--- src/rtl/sdram_arbiter.sv ---
// rtl/sdram_arbiter.sv - two-port round-robin arbiter and auto-refresh scheduler for the SDRAM controller
module sdram_arbiter #(
    parameter int RFSH_PERIOD = 1950,
    parameter int DEBT_MAX    = 7
) (
    input  logic        sys_clk,
    input  logic        sys_reset,
    input  logic        pa_req,
    input  logic        pa_we,
    input  logic [21:0] pa_addr,
    input  logic [15:0] pa_wdata,
    output logic        pa_ack,
    output logic [15:0] pa_rdata,
    input  logic        pb_req,
    input  logic        pb_we,
    input  logic [21:0] pb_addr,
    input  logic [15:0] pb_wdata,
    output logic        pb_ack,
    output logic [15:0] pb_rdata,
    output logic [21:0] ctl_addr,
    output logic [15:0] ctl_data_in,
    output logic        ctl_write_rq,
    output logic        ctl_read_rq,
    output logic        ctl_rfsh_rq,
    input  logic [15:0] ctl_data_out,
    input  logic        ctl_busy,
    output logic        rfsh_overflow
);
    localparam int            TW         = (RFSH_PERIOD > 1) ? $clog2(RFSH_PERIOD) : 1;
    localparam logic [TW-1:0] TIMER_LAST = TW'(RFSH_PERIOD - 1);
    localparam logic [2:0]    DEBT_SAT   = 3'(DEBT_MAX);

    typedef enum logic [2:0] {
        IDLE,
        ISSUE,
        WAIT_ACCEPT,
        WAIT_DONE,
        RESPOND
    } state_t;

    state_t        state_q;
    logic [TW-1:0] timer_q, timer_d;
    logic [2:0]    debt_q, debt_d;
    logic          ovf_q, ovf_d;
    logic          tick;
    logic          rfsh_issue;
    logic          pick_b;

    logic          last_b_q;
    logic          gnt_b_q;
    logic          we_q;
    logic          is_rfsh_q;
    logic          pa_ack_q, pb_ack_q;
    logic [15:0]   pa_rdata_q, pb_rdata_q;
    logic [21:0]   ctl_addr_q;
    logic [15:0]   ctl_data_in_q;
    logic          write_rq_q, read_rq_q, rfsh_rq_q;

    assign tick       = (timer_q == TIMER_LAST);
    assign rfsh_issue = (state_q == IDLE) && !ctl_busy && (debt_q != 3'd0);
    // With both ports asking, B wins only when A was served last.
    assign pick_b     = pb_req && (!pa_req || !last_b_q);

    always_comb begin
        timer_d = tick ? '0 : timer_q + 1'b1;
        debt_d  = debt_q;
        ovf_d   = ovf_q;
        if (tick && !rfsh_issue) begin
            if (debt_q == DEBT_SAT) begin
                ovf_d = 1'b1;
            end else begin
                debt_d = debt_q + 3'd1;
            end
        end else if (!tick && rfsh_issue) begin
            debt_d = debt_q - 3'd1;
        end
    end

    always_ff @(posedge sys_clk or posedge sys_reset) begin
        if (sys_reset) begin
            timer_q <= '0;
            debt_q  <= 3'd0;
            ovf_q   <= 1'b0;
        end else begin
            timer_q <= timer_d;
            debt_q  <= debt_d;
            ovf_q   <= ovf_d;
        end
    end

    always_ff @(posedge sys_clk or posedge sys_reset) begin
        if (sys_reset) begin
            state_q       <= IDLE;
            last_b_q      <= 1'b1;
            gnt_b_q       <= 1'b0;
            we_q          <= 1'b0;
            is_rfsh_q     <= 1'b0;
            pa_ack_q      <= 1'b0;
            pb_ack_q      <= 1'b0;
            pa_rdata_q    <= 16'h0000;
            pb_rdata_q    <= 16'h0000;
            ctl_addr_q    <= 22'h000000;
            ctl_data_in_q <= 16'h0000;
            write_rq_q    <= 1'b0;
            read_rq_q     <= 1'b0;
            rfsh_rq_q     <= 1'b0;
        end else begin
            write_rq_q <= 1'b0;
            read_rq_q  <= 1'b0;
            rfsh_rq_q  <= 1'b0;
            pa_ack_q   <= 1'b0;
            pb_ack_q   <= 1'b0;
            case (state_q)
                IDLE: begin
                    if (!ctl_busy) begin
                        if (debt_q != 3'd0) begin
                            is_rfsh_q <= 1'b1;
                            rfsh_rq_q <= 1'b1;
                            state_q   <= ISSUE;
                        end else if (pa_req || pb_req) begin
                            is_rfsh_q     <= 1'b0;
                            gnt_b_q       <= pick_b;
                            last_b_q      <= pick_b;
                            we_q          <= pick_b ? pb_we : pa_we;
                            ctl_addr_q    <= pick_b ? pb_addr : pa_addr;
                            ctl_data_in_q <= pick_b ? pb_wdata : pa_wdata;
                            write_rq_q    <= pick_b ? pb_we : pa_we;
                            read_rq_q     <= pick_b ? !pb_we : !pa_we;
                            state_q       <= ISSUE;
                        end
                    end
                end
                ISSUE: begin
                    state_q <= WAIT_ACCEPT;
                end
                WAIT_ACCEPT: begin
                    if (ctl_busy) begin
                        state_q <= WAIT_DONE;
                    end
                end
                WAIT_DONE: begin
                    if (!ctl_busy) begin
                        if (is_rfsh_q) begin
                            state_q <= IDLE;
                        end else begin
                            if (!we_q && gnt_b_q) begin
                                pb_rdata_q <= ctl_data_out;
                            end
                            if (!we_q && !gnt_b_q) begin
                                pa_rdata_q <= ctl_data_out;
                            end
                            pa_ack_q <= !gnt_b_q;
                            pb_ack_q <= gnt_b_q;
                            state_q  <= RESPOND;
                        end
                    end
                end
                RESPOND: begin
                    state_q <= IDLE;
                end
                default: begin
                    state_q <= IDLE;
                end
            endcase
        end
    end

    assign pa_ack        = pa_ack_q;
    assign pb_ack        = pb_ack_q;
    assign pa_rdata      = pa_rdata_q;
    assign pb_rdata      = pb_rdata_q;
    assign ctl_addr      = ctl_addr_q;
    assign ctl_data_in   = ctl_data_in_q;
    assign ctl_write_rq  = write_rq_q;
    assign ctl_read_rq   = read_rq_q;
    assign ctl_rfsh_rq   = rfsh_rq_q;
    assign rfsh_overflow = ovf_q;

endmodule

--- config.mk ---
export PLATFORM = sky130hd
export DESIGN_NAME = sdram_arbiter
export DESIGN_NICKNAME = d
export VERILOG_FILES = /design/src/rtl/sdram_arbiter.sv
export SDC_FILE = /design/constraint.sdc
export NUM_CORES = 1
export LEC_CHECK = 0
export ABC_AREA = 1
export ABC_CLOCK_PERIOD_IN_PS = 4000
export BUFFER_PORTS_ARGS = -buffer_cell sky130_fd_sc_hd__buf_2
export CAP_MARGIN = 40
export CORE_MARGIN = 3
export CORE_UTILIZATION = 53
export DETAILED_ROUTE_END_ITERATION = 10
export PLACE_DENSITY = 0.86
export RECOVER_POWER = 100
export SETUP_SLACK_MARGIN = 0.4
export SLEW_MARGIN = 15
export SYNTH_ARGS = -nofsm -noshare
export SYNTH_HDL_FRONTEND = slang
export SYNTH_SLANG_ARGS = --single-unit
--- constraint.sdc ---
create_clock -name sys_clk -period 4 [get_ports sys_clk]
set_input_delay 0.2 -clock sys_clk [delete_from_list [all_inputs] [get_ports sys_clk]]
set_output_delay 0.2 -clock sys_clk [all_outputs]
set_load 0.05 [all_outputs]
==> key figures <==
Outcome
  • Status: finished, violations left
  • Failing checks: max-capacitance violations, max-slew violations

Synth
  • Synth Register Bits: 97
  • Top_reg_cell synth: dfrtp_1
  • Synth area leader: dfrtp_1
  • Ranking of synthesized cells by area: dfrtp_1 54%, mux2i_1 8.5%, nand2_1 6.3%
  • Count of cell types in the netlist: 35
  • Sequential share of the synthesized area: a little over half
  • Syn avg cell area: 10.2 sq um
  • Synthesis Warnings: 0
  • Syn_nets: between 500 and 600
  • Post-synth EDFFs: 0
  • Yosys top cell area share: 53.8%
  • Post-Syn Area: 4460 sq um
  • Mapped Cells: roughly 440
  • Async SR Flop Fraction: 100%

Place
  • Placed cell area: 5350 sq um
  • Routability Congestion: 0.858
  • Port bufs: 174
  • Post-DP HPWL: 7910 um
  • Cells after DPL: 697

Cells and area
  • Commonest non-fill, non-tap cell in the layout: buf_2
  • Most frequent cells in the layout: 98 x buf_2, 96 x dfrtp_1, 79 x nand2_1, 77 x clkbuf_1, 72 x o21ai_0
  • Multi-input gate area: ~1500 sq um
  • Fill cell count: 737
  • Design Area, Final: 5290 sq um
  • # nets final: approximately 700
  • Non-filler cells in the finished layout: around 700
  • Register area: between 2000 and 2500 sq um
  • Area grow syn2layout: 18.5%
  • Share of cells above drive strength 1: 23.5%

Detailed routing
  • First-pass iteration count of the detailed router: 4
  • Via density: 5.01
  • Total wire length: ~11000 um
  • DR WL met2: 5720 um
  • DRC violation count after routing: 0
  • Routed met1 length: 4100 um
  • DR iter-0 viols: between 80 and 90
  • DR vias: 3583
  • Antenna Nets Post-Route: 0
  • Max Used Layer: met4
  • Wire length per cell: 14.8 um
  • DR WL met3: 662 um

CTS
  • Root Driver: clkbuf_8
  • Clock transition at path regs: 0.10 ns
  • CTS Buf Count: 9
  • Clock Sinks: 97
  • CTS max path bufs: 2
  • Resize count post-CTS: 0
  • CTS tree: built
  • Skew-Pair Late Insertion Delay: 0.36 ns
  • # H-tree levels: 3

Worst setup path
  • Reg2Reg Depth: 9
  • Crit-path slowest cell: clkbuf_2
  • WP buf/inv: 3
  • WP depth: 9
  • Crit-path cells: inv_1 -> nand2_1 -> nor2_1 -> nand3_1 -> clkinv_1 -> nand2_1 -> clkbuf_2 -> nand2_1 -> o21ai_0
  • Crit-path most repeated cell: nand2_1
  • Crit path capture type: flip-flop
  • Startpoint types: flip-flop
  • Reg2reg setup slack: 1.33 ns
  • CP delay by family, top: simple AND/OR/NAND/NOR gates
  • Critical path data required time: 4.21 ns
  • Worst path max stage delay: 0.67 ns
  • CP Data Arrival Time: 2.88 ns
  • Crit path kind: reg -> reg
  • CP max FO: 46

Power and ir drop
  • VDD IR max: 0.000555 V
  • Leakage power total: 2.79 nW
  • Pwr per Cell Area: 756 nW/um^2

Timing
  • Setup Viol. Count Final: 0
  • Final-report hold violation count: 0
  • Final worst path period share: between 60% and 70%
  • RSZ-0062 raised after global routing: no
  • Fmax: 374 MHz
  • Setup TNS: 0 ns
  • Slew Limit Fails: 54
  • Crit path time final: approximately 2.7 ns
  • Worst Skew: between 0.01 and 0.015 ns
  • Slew headroom: -52.3%
  • Actual slew at the worst max-slew pin: 2.27 ns

Global routing
  • Antenna violations before repair: 1
  • First-pass GRT wire length: approximately 18000 um
  • Largest net degree at the start of global routing: 54
  • GRT overflow: 0
  • Number of global-route vias before repair: 3830
  • Tot GR Track Use: 22.7%

Floorplanning
  • Die area: 9560 sq um
  • I/O pins: between 150 and 200
  • Initial Utilization: 56.0%
  • Row cnt: 32
  • Die width: a little under 100 um
  • Die H: ~98 um
  • CORE AREA: about 8000 sq um

Worst hold path
  • Worst hold path type: in -> reg
  • Hold-critical path depth: 3

Flow run
  • Max-Cap Viols: 1
==> tightest hold or removal path, stage by stage <==
cell and delay (ns):
buf_2 0.09, inv_1 0.07, o21ai_2 0.06
==> cell usage after synthesis (2+ instances only) <==
library cell	n
inv_1	42
nor2_1	20
buf_2	10
buf_6	6
xor2_1	3
nand2_1	75
o21ai_1	38
nand2_4	3
nor2_4	3
ha_1	2
nand3_1	8
or2_2	2
buf_4	3
a21oi_1	5
o21ai_0	5
inv_2	4
o21ai_2	32
nand2_2	21
dfrtp_1	96
mux2i_1	38
nor3_1	3
nand4_1	5
==> worst paths after layout <==
path,startpoint,to
setup / recovery,state_q[2],ctl_data_in[7]
hold / removal,ctl_data_out[2],pa_rdata[2]
setup reg to reg,state_q[2],ctl_data_in[7]
hold reg to reg,last_b_q,last_b_q
max in group asynchronous,sys_reset,last_b_q
min in group asynchronous,sys_reset,pb_rdata[8]
==> repair_timing <==
| item | 4_1_cts | 5_1_grt |
|---|---|---|
| endpoints found under the hold margin | 52 | 0 |
| hold buffers | 1 | 0 |
| buffers inserted | 0 | 0 |
==> report_power, final <==
group | switching, W | total, W | internal, W
Sequential | 0.000205 | 0.00152 | 0.00131
Combinational | 0.00147 | 0.00184 | 0.000371
Clock | 0.000335 | 0.000645 | 0.000310
==> layer usage <==
layer  vias up  track usage [%]
li1       1751                -
met1      1702             26.1
met2       120             41.8
met3        10             6.64
met4         0             5.32
met5         -                0
==> state kept, by name, summed over array words and instances, names as in the netlist <==
signal,cells
ctl_rfsh_rq,1
rfsh_overflow,1
ctl_data_in,16
pb_ack,1
state_q,3
ctl_write_rq,1
pb_rdata,16
debt_q,3
last_b_q,1
gnt_b_q,1
is_rfsh_q,1
pa_rdata,16
timer_q,11
pa_ack,1
we_q,1
ctl_addr,22
ctl_read_rq,1
==> kinds of logic (layout without fill, tap and decap cells) <==
logic type,count (synthesis),count (layout),share of synthesized area (%)
mux,38,38,8.52
simple gates,144,144,15.6
other cells,0,1,0
buf+inv,65,240,7.01
compound gates,86,86,12.7
fa+ha+maj,3,3,1.01
flops,97,97,54.4
xor+xnor,4,4,0.785
==> area by class of cell <==
type	instances	share of cell area (%)
well taps	102	2.41
clock buffers	11	2.67
flip-flops and latches	97	45.9
repair buffers	178	15.2
multi-input cells	275	29.3
inverters	46	3.29
diodes	1	0.0473
clock inverters	5	1.18
==> through the flow <==
step | hold slack (ns) | setup slack, ns | power (W) | utilization (%)
5_1_grt | 0.0806 | 0.948 | 0.00423 | 66.4
2_1_floorplan | 0.354 | 1.27 | 0.00308 | -
3_3_place_gp | 0.324 | 1.95 | 0.00352 | 67.1
6_report | 0.0934 | 1.33 | 0.00400 | 66.4
3_5_place_dp | 0.337 | 1.78 | 0.00358 | 67.1
4_1_cts | 0.0935 | 1.77 | 0.00423 | 69.8
(Power assumes the default switching activity.)
